[src/rtl/uart_pkg.sv]
// uart_pkg: shared FSM/parity types and helpers for the buffered UART transmitter.
package uart_pkg;
  typedef enum logic [2:0] {IDLE, START, DATA, PARITY, STOP} tx_state_e;
  typedef enum logic [1:0] {PARITY_NONE, PARITY_EVEN, PARITY_ODD} parity_mode_e;
  function automatic int clks_per_bit(input int freq, input int baud);
    return freq / baud;
  endfunction
  // Zero-extended data bits do not change the XOR, so narrower words share this function.
  function automatic logic parity_bit(input logic [8:0] data, input parity_mode_e mode);
    return (mode == PARITY_ODD) ? ~^data : ^data;
  endfunction
endpackage

[src/rtl/uart_tx_fifo.sv]
// uart_tx_fifo: synchronous FIFO with push/pop, full/empty flags and occupancy level.
module uart_tx_fifo #(
  parameter int Width = 8,
  parameter int Depth = 4
) (
  input  logic                     clk,
  input  logic                     rst,
  input  logic                     push,
  input  logic [Width-1:0]         wdata,
  input  logic                     pop,
  output logic [Width-1:0]         rdata,
  output logic                     full,
  output logic                     empty,
  output logic [$clog2(Depth):0]   level
);
  localparam int Aw = $clog2(Depth);
  localparam int Lw = Aw + 1;
  logic [Width-1:0] mem_q [Depth];
  logic [Aw-1:0] wp_q, wp_d, rp_q, rp_d;
  logic [Lw-1:0] level_q, level_d;
  always_comb begin
    wp_d = wp_q + Aw'(push);
    rp_d = rp_q + Aw'(pop);
    level_d = level_q + Lw'(push) - Lw'(pop);
  end
  always_ff @(posedge clk or posedge rst) begin
    if (rst) begin
      wp_q <= '0;
      rp_q <= '0;
      level_q <= '0;
    end else begin
      wp_q <= wp_d;
      rp_q <= rp_d;
      level_q <= level_d;
    end
  end
  always_ff @(posedge clk) if (push) mem_q[wp_q] <= wdata;
  assign rdata = mem_q[rp_q];
  assign full = level_q == Lw'(Depth);
  assign empty = level_q == '0;
  assign level = level_q;
endmodule

[src/rtl/uart_tx_buffered.sv]
// uart_tx_buffered: parametrised UART TX with valid/ready write port and back-to-back frames.
// Define UART_TX_FIFO_EN for a FifoDepth-entry FIFO; otherwise a single holding register is used.
module uart_tx_buffered
  import uart_pkg::*;
#(
  parameter int ClockFreqHz  = 10000000,
  parameter int BaudRate     = 115200,
  parameter int DataBitsSize = 8,
  parameter int ParityMode   = 0,
  parameter int StopBitsSize = 1,
  parameter int FifoDepth    = 4
) (
  input  logic                         clk,
  input  logic                         rst,
  input  logic [DataBitsSize-1:0]      write_data,
  input  logic                         write,
  output logic                         write_ready,
  output logic                         tx_sig,
  output logic                         busy,
  output logic [$clog2(FifoDepth):0]   fifo_level
);
  localparam int Cpb = clks_per_bit(ClockFreqHz, BaudRate);
  localparam int Cw = (Cpb > 1) ? $clog2(Cpb) : 1;
  localparam int Lw = $clog2(FifoDepth) + 1;
`ifdef UART_TX_FIFO_EN
  localparam int Depth = FifoDepth;
`else
  localparam int Depth = 1;
`endif
  localparam logic [Cw-1:0] LastClk = Cw'(Cpb - 1);
  localparam logic [3:0] LastData = 4'(DataBitsSize - 1);
  localparam logic [3:0] LastStop = 4'(StopBitsSize - 1);
  localparam parity_mode_e Pm = parity_mode_e'(ParityMode);
  if (Cpb < 2) begin : g_bad_cpb
    $error("ClksPerBit must be at least 2");
  end
  if (DataBitsSize < 5 || DataBitsSize > 9) begin : g_bad_data
    $error("DataBitsSize must be 5..9");
  end
  if (ParityMode < 0 || ParityMode > 2) begin : g_bad_parity
    $error("ParityMode must be 0, 1 or 2");
  end
  if (StopBitsSize < 1 || StopBitsSize > 2) begin : g_bad_stop
    $error("StopBitsSize must be 1 or 2");
  end
  if (FifoDepth < 2 || (FifoDepth & (FifoDepth - 1)) != 0) begin : g_bad_depth
    $error("FifoDepth must be a power of 2 and at least 2");
  end
  tx_state_e state_q, state_d;
  logic [Cw-1:0] clk_q, clk_d;
  logic [3:0] bit_q, bit_d;
  logic [DataBitsSize-1:0] shift_q, shift_d, rdata;
  logic par_q, par_d, tx_q, tx_d, write_ready_q, write_ready_d;
  logic push, pop, load, bit_end, full, empty;
  logic [Lw-1:0] level;
  assign push = write && write_ready_q;
  // Ready is registered, so it must anticipate the occupancy after this edge.
  assign write_ready_d = !(full ? !pop : (level == Lw'(Depth - 1)) && push && !pop);
`ifdef UART_TX_FIFO_EN
  uart_tx_fifo #(.Width(DataBitsSize), .Depth(FifoDepth)) u_fifo (
    .clk(clk), .rst(rst), .push(push), .wdata(write_data), .pop(pop),
    .rdata(rdata), .full(full), .empty(empty), .level(level)
  );
`else
  logic [DataBitsSize-1:0] hold_q, hold_d;
  logic hold_valid_q, hold_valid_d;
  always_comb begin
    hold_d = push ? write_data : hold_q;
    hold_valid_d = push || (hold_valid_q && !pop);
  end
  always_ff @(posedge clk or posedge rst) begin
    if (rst) begin
      hold_q <= '0;
      hold_valid_q <= 1'b0;
    end else begin
      hold_q <= hold_d;
      hold_valid_q <= hold_valid_d;
    end
  end
  assign rdata = hold_q;
  assign full = hold_valid_q;
  assign empty = !hold_valid_q;
  assign level = Lw'(hold_valid_q);
`endif
  always_comb begin
    state_d = state_q;
    bit_d = bit_q;
    shift_d = shift_q;
    par_d = par_q;
    load = 1'b0;
    bit_end = clk_q == LastClk;
    clk_d = (state_q == IDLE || bit_end) ? '0 : clk_q + 1'b1;
    tx_d = (state_q == START) ? 1'b0 : (state_q == DATA) ? shift_q[0] : (state_q == PARITY) ? par_q : 1'b1;
    case (state_q)
      IDLE: load = !empty;
      START: if (bit_end) state_d = DATA;
      DATA: if (bit_end) begin
        shift_d = shift_q >> 1;
        bit_d = (bit_q == LastData) ? '0 : bit_q + 1'b1;
        if (bit_q == LastData) state_d = (Pm != PARITY_NONE) ? PARITY : STOP;
      end
      PARITY: if (bit_end) state_d = STOP;
      STOP: if (bit_end) begin
        bit_d = (bit_q == LastStop) ? '0 : bit_q + 1'b1;
        if (bit_q == LastStop) begin
          state_d = IDLE;
          load = !empty;
        end
      end
      default: state_d = IDLE;
    endcase
    if (load) begin
      state_d = START;
      shift_d = rdata;
      par_d = parity_bit(9'(rdata), Pm);
      bit_d = '0;
    end
  end
  assign pop = load;
  always_ff @(posedge clk or posedge rst) begin
    if (rst) begin
      state_q <= IDLE;
      clk_q <= '0;
      bit_q <= '0;
      shift_q <= '0;
      par_q <= 1'b0;
      tx_q <= 1'b1;
      write_ready_q <= 1'b0;
    end else begin
      state_q <= state_d;
      clk_q <= clk_d;
      bit_q <= bit_d;
      shift_q <= shift_d;
      par_q <= par_d;
      tx_q <= tx_d;
      write_ready_q <= write_ready_d;
    end
  end
  assign tx_sig = tx_q;
  assign write_ready = write_ready_q;
  assign busy = (state_q != IDLE) || (level != '0);
  assign fifo_level = level;
endmodule

[config.mk]
export PLATFORM = sky130hd
export DESIGN_NAME = uart_tx_buffered
export DESIGN_NICKNAME = d
export VERILOG_FILES = /design/src/rtl/uart_pkg.sv /design/src/rtl/uart_tx_fifo.sv /design/src/rtl/uart_tx_buffered.sv
export SDC_FILE = /design/constraint.sdc
export NUM_CORES = 1
export LEC_CHECK = 0
export ABC_AREA = 1
export CAP_MARGIN = 40
export CORE_MARGIN = 1.5
export CORE_UTILIZATION = 61
export DETAILED_ROUTE_END_ITERATION = 12
export PLACE_DENSITY = 0.82
export SLEW_MARGIN = 15
export SYNTH_ARGS = -nofsm -noshare
export SYNTH_HDL_FRONTEND = slang
export SYNTH_SLANG_ARGS = --single-unit
[constraint.sdc]
create_clock -name clk -period 4.2 [get_ports clk]
set_input_delay 1.26 -clock clk [delete_from_list [all_inputs] [get_ports clk]]
set_output_delay 1.26 -clock clk [all_outputs]
set_load 0.02 [all_outputs]
-- After elaboration in Yosys (flattened, before gate mapping)
Cells that the tools add are included.
- register bits after elaboration: 34
- input port bits: 11
- equal/unequal tests: 13
- mux-type cells: 25
- add/sub/neg operators: 2
- reduce and logical (&&, ||, !) cells: 20
- operators with widths (kind ; count):
    $mux 8 ; 3
    $mux 3 ; 7
    $mux 4 ; 5
    $ne 3x3->1 const B ; 5
    $pmux 3 s5 ; 1
    $reduce_xor 9->1 ; 1
    $pmux 4 s2 ; 1
    $add 7x1->7 const B ; 1
    $eq 7x7->1 const B ; 1
    $mux 7 ; 1
    $reduce_and 7->1 ; 1
    $eq 3x2->1 const B ; 2
    $logic_not 3->1 ; 2
    $mux 1 ; 6
    $reduce_bool 3->1 ; 2
    $add 4x1->4 const B ; 1
    $eq 4x3->1 const B ; 1
    $logic_and 1x1->1 ; 4
    $logic_not 4->1 ; 1
    $reduce_bool 2->1 ; 2
    $eq 3x1->1 const B ; 1
    $eq 3x3->1 const B ; 1
    $logic_or 1x1->1 ; 3
    $ne 3x2->1 const B ; 1
    5 further kinds ; 6

-- Longest topological paths before layout
- word-level depth: 8
- mapped depth: 10
- gate-level depth less buffers: 9

-- Worst setup path after synthesis
Ideal clock, no wire load.
- path type: reg2out
- start point: reg state_q[0]
- end point: out busy
- arrival time: 912 ps
- cell stages (with the launch flop): 5
- slack: 2028 ps
- required time: 2940 ps
- cell sequence: dfrtp_1 nor2_2 nand2_1 nor2_1 inv_1
- longest elaborated chain between the ends: 2
- ends and longest elaborated chain (element ; line ; source):
    start, declared ; uart_tx_buffered.sv:49 ; tx_state_e state_q, state_d;
    start signal, assigned ; uart_tx_buffered.sv:130 ; state_q <= state_d;
    $reduce_bool 3->1 ; uart_tx_buffered.sv:141 ; assign busy = (state_q != IDLE) || (level != '0);
    $logic_or 1x1->1 ; uart_tx_buffered.sv:141 ;
    end, declared ; uart_tx_buffered.sv:19 ; output logic busy,
No other way between the ends.

-- Final worst setup path
Ends and elaborated chain as after synthesis.

==> metrics.md <==
| Metric | Value |
|---|---|
| Outcome | `completed` |
| Synth unique cells | `32` |
| Hold_buf cts | `0` |
| Worst hold-check path type | `flop to flop` |
| Mean Syn Cell Area | `7.86 um2` |
| Placed insts | `300` |
| Final Cycle Share | `74.5%` |
| Final min period | `3.13 ns` |
| Final Core Density | `72.1%` |
| H-tree Lvls | `2` |
| # setup viols final | `0` |
| Hold Path Origin | `clk_q[0]$_DFF_PP0_` |
| Crit Path Max Fanout | `6` |
| Port bufs | `14` |
| Area delta synth->final | `12.5%` |
| Die span in y | `59.4 um` |
| CTS tree | `built` |
| Min Hold Slack | `0.514 ns` |
| Worst reg-to-reg path cell count | `9` |
| Place WS | `1.46 ns` |
| Deepest clock path buffer count | `2` |
| Post-Syn Instances | `247` |
| Design Power | `0.803 mW` |
| Antenna violations before repair | `0` |
| Gr usage total | `23.4%` |
| Lkg Pwr | `1.12 nW` |
| Number of global-route vias before repair | `1470` |
| Clk slew on worst S/H paths | `0.11 ns` |
| Placed instance area | `0.00208 mm2` |
| Most common cell after layout, fill and taps aside | `nand2_1` |
| Layout cell share with drive strength beyond 1 | `9.85%` |
| Placed wire-length estimate | `2510 um` |
| Worst Tran Pin Value | `0.663 ns` |
| Reg-to-Reg Start | `bit_q[0]$_DFFE_PP0P_` |
| Highest Signal Layer | `met4` |
| VDD IR max | `395 uV` |
| Crit path DAT | `1.87 ns` |
| Pwr Density | `368 mW/mm2` |
| Met2 WL | `1650 um` |
| Post-Route WL | `3460 um` |
| WL met1 | `1620 um` |
| Final nets | `278` |
| Post-Syn Area | `0.00194 mm2` |
| Number of synthesized register bits | `34` |
| First-pass GRT wire length | `6150 um` |
| Antenna Violating Nets Remaining | `0` |
| Core area | `0.00303 mm2` |
| CTS root buf | `clkbuf_4` |
| Die W | `59.4 um` |
| Final hold vios | `0` |
| Post-CTS Setup Bufs | `0` |
| RSZ-0062 raised after global routing | `false` |
| Element type at the critical path start | `flop` |
| Number of synthesis warnings | `0` |
| Crit path required time | `2.94 ns` |
| Max frequency | `0.319 GHz` |
| CTS-repair resized insts | `0` |
| # clock sinks | `34` |
| Most frequent cells in the layout | `nand2_1, dfrtp_1, inv_1, nor2_1, clkdlybuf4s50_1` |
| Metal3 WL | `141 um` |
| Design area | `0.00218 mm2` |
| Largest net degree at the start of global routing | `22` |
| DR pass1 iterations | `4` |
| Starting Density | `64.1%` |
| CTS Buf Count | `5` |
| WS Path Type | `flop to primary output` |
| Wire per inst | `11.2 um` |
| Antenna diodes | `0` |
| Grt ovf | `0` |
| Register area share after synthesis | `43.9%` |
| Initial detailed-routing violation count | `87` |
| Total negative slack | `0 ns` |
| Worst-Skew Late Latency | `0.34 ns` |
| Max-slew violations | `0` |
| Clk_skew | `0.0122 ns` |
| Max Cap Viol | `0` |
| Cell Rows | `20` |
| Crit path from | `state_q[0]$_DFFE_PP0P_` |
| Gp weighted congestion | `0.837` |
| Worst setup margin | `1.07 ns` |
| Via density | `5.06` |
| Type of element capturing the critical path | `primary output` |
| Num ports | `17` |
| Post-Layout Cell Count | `308` |
| Max transition margin | `55.8%` |
| Via count | `1557` |
| Hold depth | `1` |
| Die area | `0.00353 mm2` |
| DRC | `0` |
registers in the layout, indices dropped and copies added, names as in the netlist:
register,flops
tx_sig,1
bit_q,4
state_q,3
par_q,1
clk_q,7
hold_q,8
write_ready,1
full,1
shift_q,8
synth_stat cells (all sizes together):
cell,n,area (um2)
a21oi,2,10.0
buf,7,70.1
clkinv,1,3.75
conb,1,3.75
dfrtp,33,826
dfstp,1,26.3
ha,4,50.1
inv,26,97.6
nand2,92,358
nand3,11,77.6
nand4,7,58.8
nor2,21,98.8
nor3,2,10.0
nor3b,1,7.51
nor4,1,6.26
o21ai,25,133
o21bai,1,7.51
xnor2,4,35.0
xor2,7,61.3
kinds of logic after synthesis:
family	after synthesis	synth area share, %
xor+xnor	11	4.96
other cells	1	0.193
simple gates	135	31.8
flops	34	43.9
buf+inv	34	8.83
fa+ha+maj	4	2.58
compound gates	28	7.74
routing by layer:
layer	global-route usage (%)	vias to the layer above
met5	0	-
met4	10.7	0
met3	4.80	7
met2	37.0	33
met1	30.8	715
li1	-	802
layout make-up:
class	count	area, um2
Clock buffer	5	37.5
Fill cell	235	845
Inverter	27	101
Tap cell	44	55.1
Sequential cell	34	852
Multi-Input combinational cell	180	921
Clock inverter	3	68.8
Timing Repair Buffer	15	148
power breakdown:
| group | internal (mW) | switching [mW] | leakage (nW) | total, mW |
|---|---|---|---|---|
| Sequential | 0.348 | 0.0291 | 0.439 | 0.377 |
| Clock | 0.186 | 0.117 | 0.0554 | 0.304 |
| Combinational | 0.0554 | 0.0672 | 0.625 | 0.123 |
| Total | 0.590 | 0.214 | 1.12 | 0.803 |
worst max-delay path: stages, from the launching register on:
cell and delay (ns):
dfrtp_1 0.45, nor2_2 0.21, nand2_1 0.16, nor2_1 0.15, inv_1 0.05, clkdlybuf4s50_1 0.52
final timing paths:
kind | end | slack [ns]
worst max-delay path | busy | 1.07
worst min-delay path | clk_q[0]$_DFF_PP0_ | 0.51
worst max register to register | bit_q[3]$_DFFE_PP0P_ | 2.54
max in group asynchronous | tx_sig$_DFF_PP1_ | 2.17
worst min register to register | clk_q[0]$_DFF_PP0_ | 0.51
min in group asynchronous | hold_q[2]$_DFFE_PP0P_ | 1.30
No activity file was read; power rests on OpenSTA's default activity.
